<file path="config.mk">
export PLATFORM = sky130hd
export DESIGN_NAME = mem_bus_arbiter
export DESIGN_NICKNAME = d
export VERILOG_FILES = /design/src/rtl/mem_bus_arbiter.sv
export SDC_FILE = /design/constraint.sdc
export NUM_CORES = 1
export LEC_CHECK = 0
export CAP_MARGIN = 30
export CORE_MARGIN = 2
export CORE_UTILIZATION = 37
export CTS_CLUSTER_DIAMETER = 80
export DETAILED_ROUTE_END_ITERATION = 10
export GPL_TIMING_DRIVEN = 0
export PLACE_DENSITY = 0.76
export SLEW_MARGIN = 10
export SYNTH_ARGS = -nofsm -noshare
export SYNTH_HDL_FRONTEND = slang
export SYNTH_SLANG_ARGS = --single-unit
</file>
<file path="constraint.sdc">
create_clock -name clk -period 2 [get_ports clk]
set_input_delay 0.4 -clock clk [delete_from_list [all_inputs] [get_ports clk]]
set_output_delay 0.4 -clock clk [all_outputs]
set_load 0.01 [all_outputs]
</file>
<file path="src/rtl/mem_bus_arbiter.sv">
// Purpose: shares one external memory bus between Icache refill reads and Dcache refill/writeback bursts.
// Latency: grant one cycle after a request is sampled in IDLE; BURST_LEN beats (plus wait states) then one DONE cycle.
// Backpressure: mem_ready_i low stalls the current beat indefinitely; a losing requester holds its req. ARB_ROUND_ROBIN_EN enables round-robin ties.
module mem_bus_arbiter #(
  parameter int BURST_LEN = 4,
  parameter int CNT_W     = $clog2(BURST_LEN)
) (
  input  logic             clk,
  input  logic             rst_n,
  input  logic             Icache_req_i,
  input  logic [31:0]      Icache_addr_i,
  output logic [31:0]      Icache_rdata_o,
  output logic             Icache_rvalid_o,
  output logic             Icache_done_o,
  input  logic             Dcache_req_i,
  input  logic             Dcache_we_i,
  input  logic [31:0]      Dcache_addr_i,
  input  logic [31:0]      Dcache_wdata_i,
  output logic [CNT_W-1:0] Dcache_beat_o,
  output logic             Dcache_wack_o,
  output logic [31:0]      Dcache_rdata_o,
  output logic             Dcache_rvalid_o,
  output logic             Dcache_done_o,
  output logic             mem_req_o,
  output logic             mem_we_o,
  output logic [31:0]      mem_addr_o,
  output logic [31:0]      mem_wdata_o,
  input  logic             mem_ready_i,
  input  logic [31:0]      mem_rdata_i,
  output logic             busy_o
);

  localparam logic [1:0] IDLE  = 2'd0;
  localparam logic [1:0] GNT_I = 2'd1;
  localparam logic [1:0] GNT_D = 2'd2;
  localparam logic [1:0] DONE  = 2'd3;

  // Clears the byte offset and the beat index so every burst starts on its natural boundary.
  localparam logic [31:0] BASE_MASK = ~((32'd1 << (CNT_W + 2)) - 32'd1);

  logic [1:0]       state;
  logic [CNT_W-1:0] cnt;
  logic [31:0]      base;
  logic             we_q;
  logic             gnt_d;
  logic             pick_d;
  logic             any_req;
  logic             in_gnt;
  logic             wr_beat;
  logic             last_beat;

  assign any_req   = Icache_req_i | Dcache_req_i;
  assign in_gnt    = (state == GNT_I) || (state == GNT_D);
  assign wr_beat   = (state == GNT_D) && we_q;
  assign last_beat = (cnt == CNT_W'(BURST_LEN - 1));

`ifdef ARB_ROUND_ROBIN_EN
  logic last_d;

  // On a tie the requester that was not served last wins; a lone requester always wins.
  always_comb begin
    pick_d = Dcache_req_i && (!Icache_req_i || !last_d);
  end

  // Remember who got the bus on every grant; reset favours Dcache on the first tie.
  always_ff @(posedge clk or negedge rst_n) begin
    if (!rst_n) begin
      last_d <= 1'b0;
    end else if (state == IDLE && any_req) begin
      last_d <= pick_d;
    end
  end
`else
  // Fixed priority: Dcache always beats Icache.
  always_comb begin
    pick_d = Dcache_req_i;
  end
`endif

  // Burst sequencer: grant in IDLE, step beats on mem_ready_i, one DONE cycle, back to IDLE.
  always_ff @(posedge clk or negedge rst_n) begin
    if (!rst_n) begin
      state <= IDLE;
      cnt   <= '0;
      base  <= 32'h0;
      we_q  <= 1'b0;
      gnt_d <= 1'b0;
    end else begin
      case (state)
        IDLE: begin
          if (any_req) begin
            state <= pick_d ? GNT_D : GNT_I;
            gnt_d <= pick_d;
            we_q  <= pick_d & Dcache_we_i;
            base  <= (pick_d ? Dcache_addr_i : Icache_addr_i) & BASE_MASK;
            cnt   <= '0;
          end
        end
        GNT_I, GNT_D: begin
          if (mem_ready_i) begin
            cnt <= cnt + CNT_W'(1);
            if (last_beat) begin
              state <= DONE;
            end
          end
        end
        default: begin
          state <= IDLE;
        end
      endcase
    end
  end

  // Capture read data of each completed read beat for the granted cache; rvalid follows one cycle later.
  always_ff @(posedge clk or negedge rst_n) begin
    if (!rst_n) begin
      Icache_rdata_o  <= 32'h0;
      Icache_rvalid_o <= 1'b0;
      Dcache_rdata_o  <= 32'h0;
      Dcache_rvalid_o <= 1'b0;
    end else begin
      Icache_rvalid_o <= (state == GNT_I) && mem_ready_i;
      Dcache_rvalid_o <= (state == GNT_D) && !we_q && mem_ready_i;
      if ((state == GNT_I) && mem_ready_i) begin
        Icache_rdata_o <= mem_rdata_i;
      end
      if ((state == GNT_D) && !we_q && mem_ready_i) begin
        Dcache_rdata_o <= mem_rdata_i;
      end
    end
  end

  assign busy_o        = (state != IDLE);
  assign mem_req_o     = in_gnt;
  assign mem_we_o      = wr_beat;
  assign mem_addr_o    = in_gnt ? (base | {{(30 - CNT_W){1'b0}}, cnt, 2'b00}) : 32'h0;
  assign mem_wdata_o   = wr_beat ? Dcache_wdata_i : 32'h0;
  assign Dcache_beat_o = wr_beat ? cnt : '0;
  assign Dcache_wack_o = wr_beat && mem_ready_i;
  assign Icache_done_o = (state == DONE) && !gnt_d;
  assign Dcache_done_o = (state == DONE) && gnt_d;

endmodule

</file>
* Yosys cells after proc, flatten, opt, wreduce, memory -nomap -nowiden
Index checks and enable logic that the tools add are counted.
Cells by class: add/sub/neg operators 1, equality and inequality tests 7, mux-type cells 12, bitwise gates (word level) 3, reduce and logical (&&, ||, !) cells 17
Operators with widths (count):
- $mux 32 | 3
- $or 32x4->32 | 1
- $mux 2 | 7
- $pmux 2 s2 | 2
- $logic_and 1x1->1 | 7
- $eq 2x2->1 const B | 3
- $ne 2x2->1 const B | 3
- $reduce_and 3->1 | 2
- $reduce_bool 2->1 | 2
- $add 2x1->2 const B | 1
- $eq 2x1->1 const B | 1
- $logic_not 1->1 | 2
- $logic_not 2->1 | 1
- $reduce_and 2->1 | 1
- $reduce_or 2->1 | 1
- $and 1x1->1 | 1
- $logic_or 1x1->1 | 1
- $or 1x1->1 | 1
Storage, ports and cells: bits in registers 100, output and inout port bits 138, logic and storage cells 49

* Longest topological paths before layout
Gate-level depths: netlist of the first run.
depth after elaboration 4, gate-level depth with buffers 7, depth with buffers taken out 5

* Worst setup path before layout of the first run
OpenSTA, ideal clock, no wires.
path type reg-to-output, from reg state[0], to out mem_addr_o[21], arrival time 1483 ps, data required time 1600 ps, slack 117 ps, stages on the path, launching flop included 6, path buffers 2, path through dfrtp_1 -> inv_1 -> ha_1 -> clkbuf_1 -> clkbuf_1 -> and2_1
On the way: longest elaborated chain between the ends 3
Ends and longest elaborated chain:
- start, declared | line 41 | logic [1:0] state;
- start signal, assigned | line 92 | state <= pick_d ? GNT_D : GNT_I;
- $eq 2x1->1 or $eq 2x2->1 (tied branches) | line 53 | assign in_gnt = (state == GNT_I) || (state == GNT_D);
- $logic_or 1x1->1 * | line 53
- net mem_req_o | line 24 | output logic mem_req_o,
- $mux 32 * | line 136 | assign mem_addr_o = in_gnt ? (base | {{(30 - CNT_W){1'b0}}, cnt, 2'b00}) : 32'h0;
- end, declared | line 26 | output logic [31:0] mem_addr_o,
The timed path passes the listed nets; every way through them passes the cells marked *.

* Worst setup path after layout of the first run
from reg state[0], to out mem_addr_o[22]
On the way: longest elaborated chain between the ends 3
Ends and longest elaborated chain (line):
- $eq 2x1->1 or $eq 2x2->1 (tied branches) | 53
- $logic_or 1x1->1 * | 53
- $mux 32 * | 136
Every way passes the cells marked *; elsewhere a longest branch is shown, timed or not.

==> summary.md, run 1 <==
| Metric | Value |
|---|---|
| First-pass GRT wire length | `21.0 mm` |
| Die X | `116 µm` |
| Detailed Routing Iterations Pass 1 | `4` |
| Max VDD drop | `866 µV` |
| Top post-synthesis cells by area | `dfrtp_1, mux2_2, mux2i_1, and3_1, and2_1` |
| Syn_area_per_cell | `12.2 µm²` |
| Total core area | `12200 µm²` |
| Num rows | `40` |
| Violated checks | `setup timing` |
| Crit-path slowest cell | `dfrtp_1` |
| Final Critical Period | `2.03 ns` |
| Worst-path clk slew | `0.07 ns` |
| Share of synthesized area spent on multiplexers | `0.222` |
| Grt total ovfl | `0` |
| Sequential group share of total power | `0.274` |
| F_max | `492 MHz` |
| Complex-gate fraction of the synthesized area | `0.0417` |
| Finished Layout Cells | `842` |
| Clk_lat worst skew | `0.34 ns` |
| Slew HR | `0.516` |
| Netlist cell types | `30` |
| Max_cap viols | `0` |
| Layout Skew | `0.00602 ns` |
| Synth Area in XOR/XNOR | `0` |
| Clock network power share | `0.141` |
| Residual DRC | `0` |
| Async set-reset flop share out of synthesis | `1.00` |
| Number of flops mapped to enable cells by yosys | `0` |
| Final GP Congestion | `0.744` |
| Share of cells above drive strength 1 | `0.380` |
| Worst setup EP type | `output port` |
| Mean routed wirelength per cell | `17.1 µm` |
| Via count | `3984` |
| Predominant post-synthesis flop cell | `dfrtp_1` |
| Critical Path AT | `1.63 ns` |
| Switching share of total power | `0.327` |
| Largest family of logic cells by synthesized area | `multiplexers` |
| Outcome | `finished, violations left` |
| Switching pwr | `4300 µW` |
| Hold-fix buffers, CTS | `0` |
| Final Cycle Share | `1.02` |
| Worst min-delay path class | `input port to asynchronous set/reset pin` |
| Ant diodes | `0` |
| Worst path max stage delay | `0.39 ns` |
| Crit-path cells | `inv_2 -> ha_4 -> clkbuf_16 -> buf_8 -> and2_4 -> buf_6` |
| CTS tree | `done` |
| Post-layout net count | `810` |
| CTS max path bufs | `2` |
| Starting Density | `0.382` |
| PnR worst setup slack | `-0.0323 ns` |
| Vias per std cell | `4.73` |
| Worst-Margin Slew | `0.725 ns` |
| Post-Synth Adder-Cell Area | `0.0162` |
| Pleak | `0.00382 µW` |
| Cell count after synthesis | `382` |
| Ys Warns | `0` |
| Number of global-route vias before repair | `4111` |
| Pwr dens | `1560 nW/µm²` |
| Biggest area consumer among synthesized cells | `dfrtp_1` |
| IO buf count | `260` |
| Fin. Hold Viols | `0` |
| Largest net degree at the start of global routing | `57` |
| Slew Viols, Final | `0` |
| Mapped Area | `4650 µm²` |
| Number of CTS-inserted buffers | `9` |
| Initial antenna violation count | `0` |
| Layout Area Growth over Synthesis | `81.0%` |
| Top delay family on crit path | `buffers and inverters` |
| FF+latch count, synth | `100` |
| Routed Wire Length | `14.4 mm` |
| Die height | `116 µm` |
| Final ANT Viol Nets | `0` |
| Clock sinks | `100` |
| Combinational power share | `0.586` |
| Max FO, Critical Path | `6` |
| Dpl cells | `812` |
| CP required | `1.60 ns` |
| DPL Wire Length | `10.4 mm` |
| Synth Area in Simple Gates | `0.136` |
| Unrepaired setup endpoints after global routing | `true` |
| Kind of launch point of the worst setup path | `flop` |
| H-tree levels | `3` |
| Sequential share of the synthesized area | `0.538` |
| Area share of the largest cell type after synthesis | `0.538` |
| Int Pwr | `8840 µW` |
| Iteration-0 DRC count of the detailed router | `143` |
| Total Power | `13100 µW` |
| Setup CP Type | `flop to output port` |
| Setup violations, final | `31` |
| GRT Util Overall | `0.201` |
| Buf+Inv Stages, Crit Path | `4` |
| Boundary pin count | `272` |
| Root buf cell | `clkbuf_16` |
| Die area | `13500 µm²` |
## area by class of cell
class / count / area [µm²]
fill: 910 / 3750
timing repair buffer: 277 / 2900
sequential: 100 / 2500
multi-input combinational: 248 / 2190
buffer: 28 / 283
clock buffer: 10 / 229
tap: 168 / 210
clock inverter: 5 / 85.1
inverter: 6 / 22.5
## logic make-up after synthesis
group,Yosys count
AO/OA/AOI/OAI,35
multiplexers,94
other,1
buffers and inverters,35
flip-flops,100
AND/OR/NAND/NOR,111
adder cells (fa/ha/maj),6
## cells in the mapped netlist, types with 2 or more instances
library cell	instances
dfrtp_1	100
mux2_2	63
nand2_1	35
and3_1	34
and2_1	32
mux2i_1	29
o21ai_0	27
clkbuf_1	12
buf_4	6
ha_1	6
inv_1	6
buf_2	5
buf_6	3
clkbuf_8	3
a21oi_1	2
a221o_1	2
mux2_4	2
nor2b_1	2
o21bai_1	2
## sequential cells by signal, summed over array words and instances, names as in the netlist
name             cells
Dcache_rdata_o      32
Icache_rdata_o      32
base                28
cnt                  2
state                2
Dcache_rvalid_o      1
Icache_rvalid_o      1
gnt_d                1
we_q                 1
## power groups by stage
stage | combinational (µW) | clock, µW | sequential (µW)
after floorplan | 2520 | 0 | 3820
after global placement | 6010 | 0 | 3520
after detailed placement | 6120 | 0 | 3580
after CTS | 6910 | 1890 | 3570
after global routing | 8280 | 1960 | 3720
final | 7700 | 1850 | 3600
## cells in the final DEF, fill, tap and decap left out, types with 3 or more instances in the layout
master,n
clkdlybuf4s50_1,190
dfrtp_1,99
buf_6,68
mux2_2,63
nand2_1,35
and3_4,30
and2_4,29
mux2i_1,29
o21ai_0,27
clkbuf_16,13
buf_4,12
buf_8,7
buf_2,7
and3_1,5
inv_1,4
clkbuf_2,3
and2_1,3
clkbuf_8,3
clkbuf_1,3
ha_1,3
dlygate4sd2_1,3
## stage by stage
step                      TNS, ns  utilization  hold WS (ns)  instance area [µm²]  setup WS, ns
after floorplan                 0            -         0.104                 4650         0.117
after global placement    -327.89        0.614         0.455                 7460         -3.07
after detailed placement   -25.17        0.616         0.463                 7490        -0.771
after CTS                   -1.88        0.652         0.134                 7930        -0.122
after global routing        -2.97        0.692         0.172                 8410       -0.0907
final                      -0.483        0.692         0.114                 8410       -0.0323
## timing repair
| action | CTS | global route |
|---|---|---|
| endpoints found under the setup margin | 70 | 62 |
| pin swaps | 3 | 6 |
| buffers inserted | 9 | 1 |
| cloned | 3 | 3 |
| gates resized for setup | 334 | 101 |
## worst paths after layout
kind	from	to	slack [ns]	cells after the start
max	state[0]	mem_addr_o[22]	-0.03	6
min	rst_n	Icache_rdata_o[20]	0.11	1
max reg2reg	state[1]	Dcache_rdata_o[3]	0.34	6
min reg2reg	base[11]	base[11]	0.48	2
max in group asynchronous	rst_n	we_q	1.20	2
min in group clk	base[11]	base[11]	0.48	2
## per-layer routing
layer	GRT usage	up-vias	wire (µm)
li1	-	1887	-
met2	0.349	172	7430
met3	0.0497	9	1030
met1	0.249	1916	5820
met5	0	-	0
met4	0.0595	0	131
No activity file was read; power rests on OpenSTA's default activity.
==> inputs of run 2 (changes only) <==
--- a/config.mk
+++ b/config.mk
@@ -11,8 +11,8 @@
 export CTS_CLUSTER_DIAMETER = 80
 export DETAILED_ROUTE_END_ITERATION = 10
 export GPL_TIMING_DRIVEN = 0
+export HOLD_SLACK_MARGIN = 0.03
 export PLACE_DENSITY = 0.76
-export SLEW_MARGIN = 10
 export SYNTH_ARGS = -nofsm -noshare
 export SYNTH_HDL_FRONTEND = slang
 export SYNTH_SLANG_ARGS = --single-unit
==> results of run 2 <==
No change in the layout: final DEF, timing and power equal those of run 1.
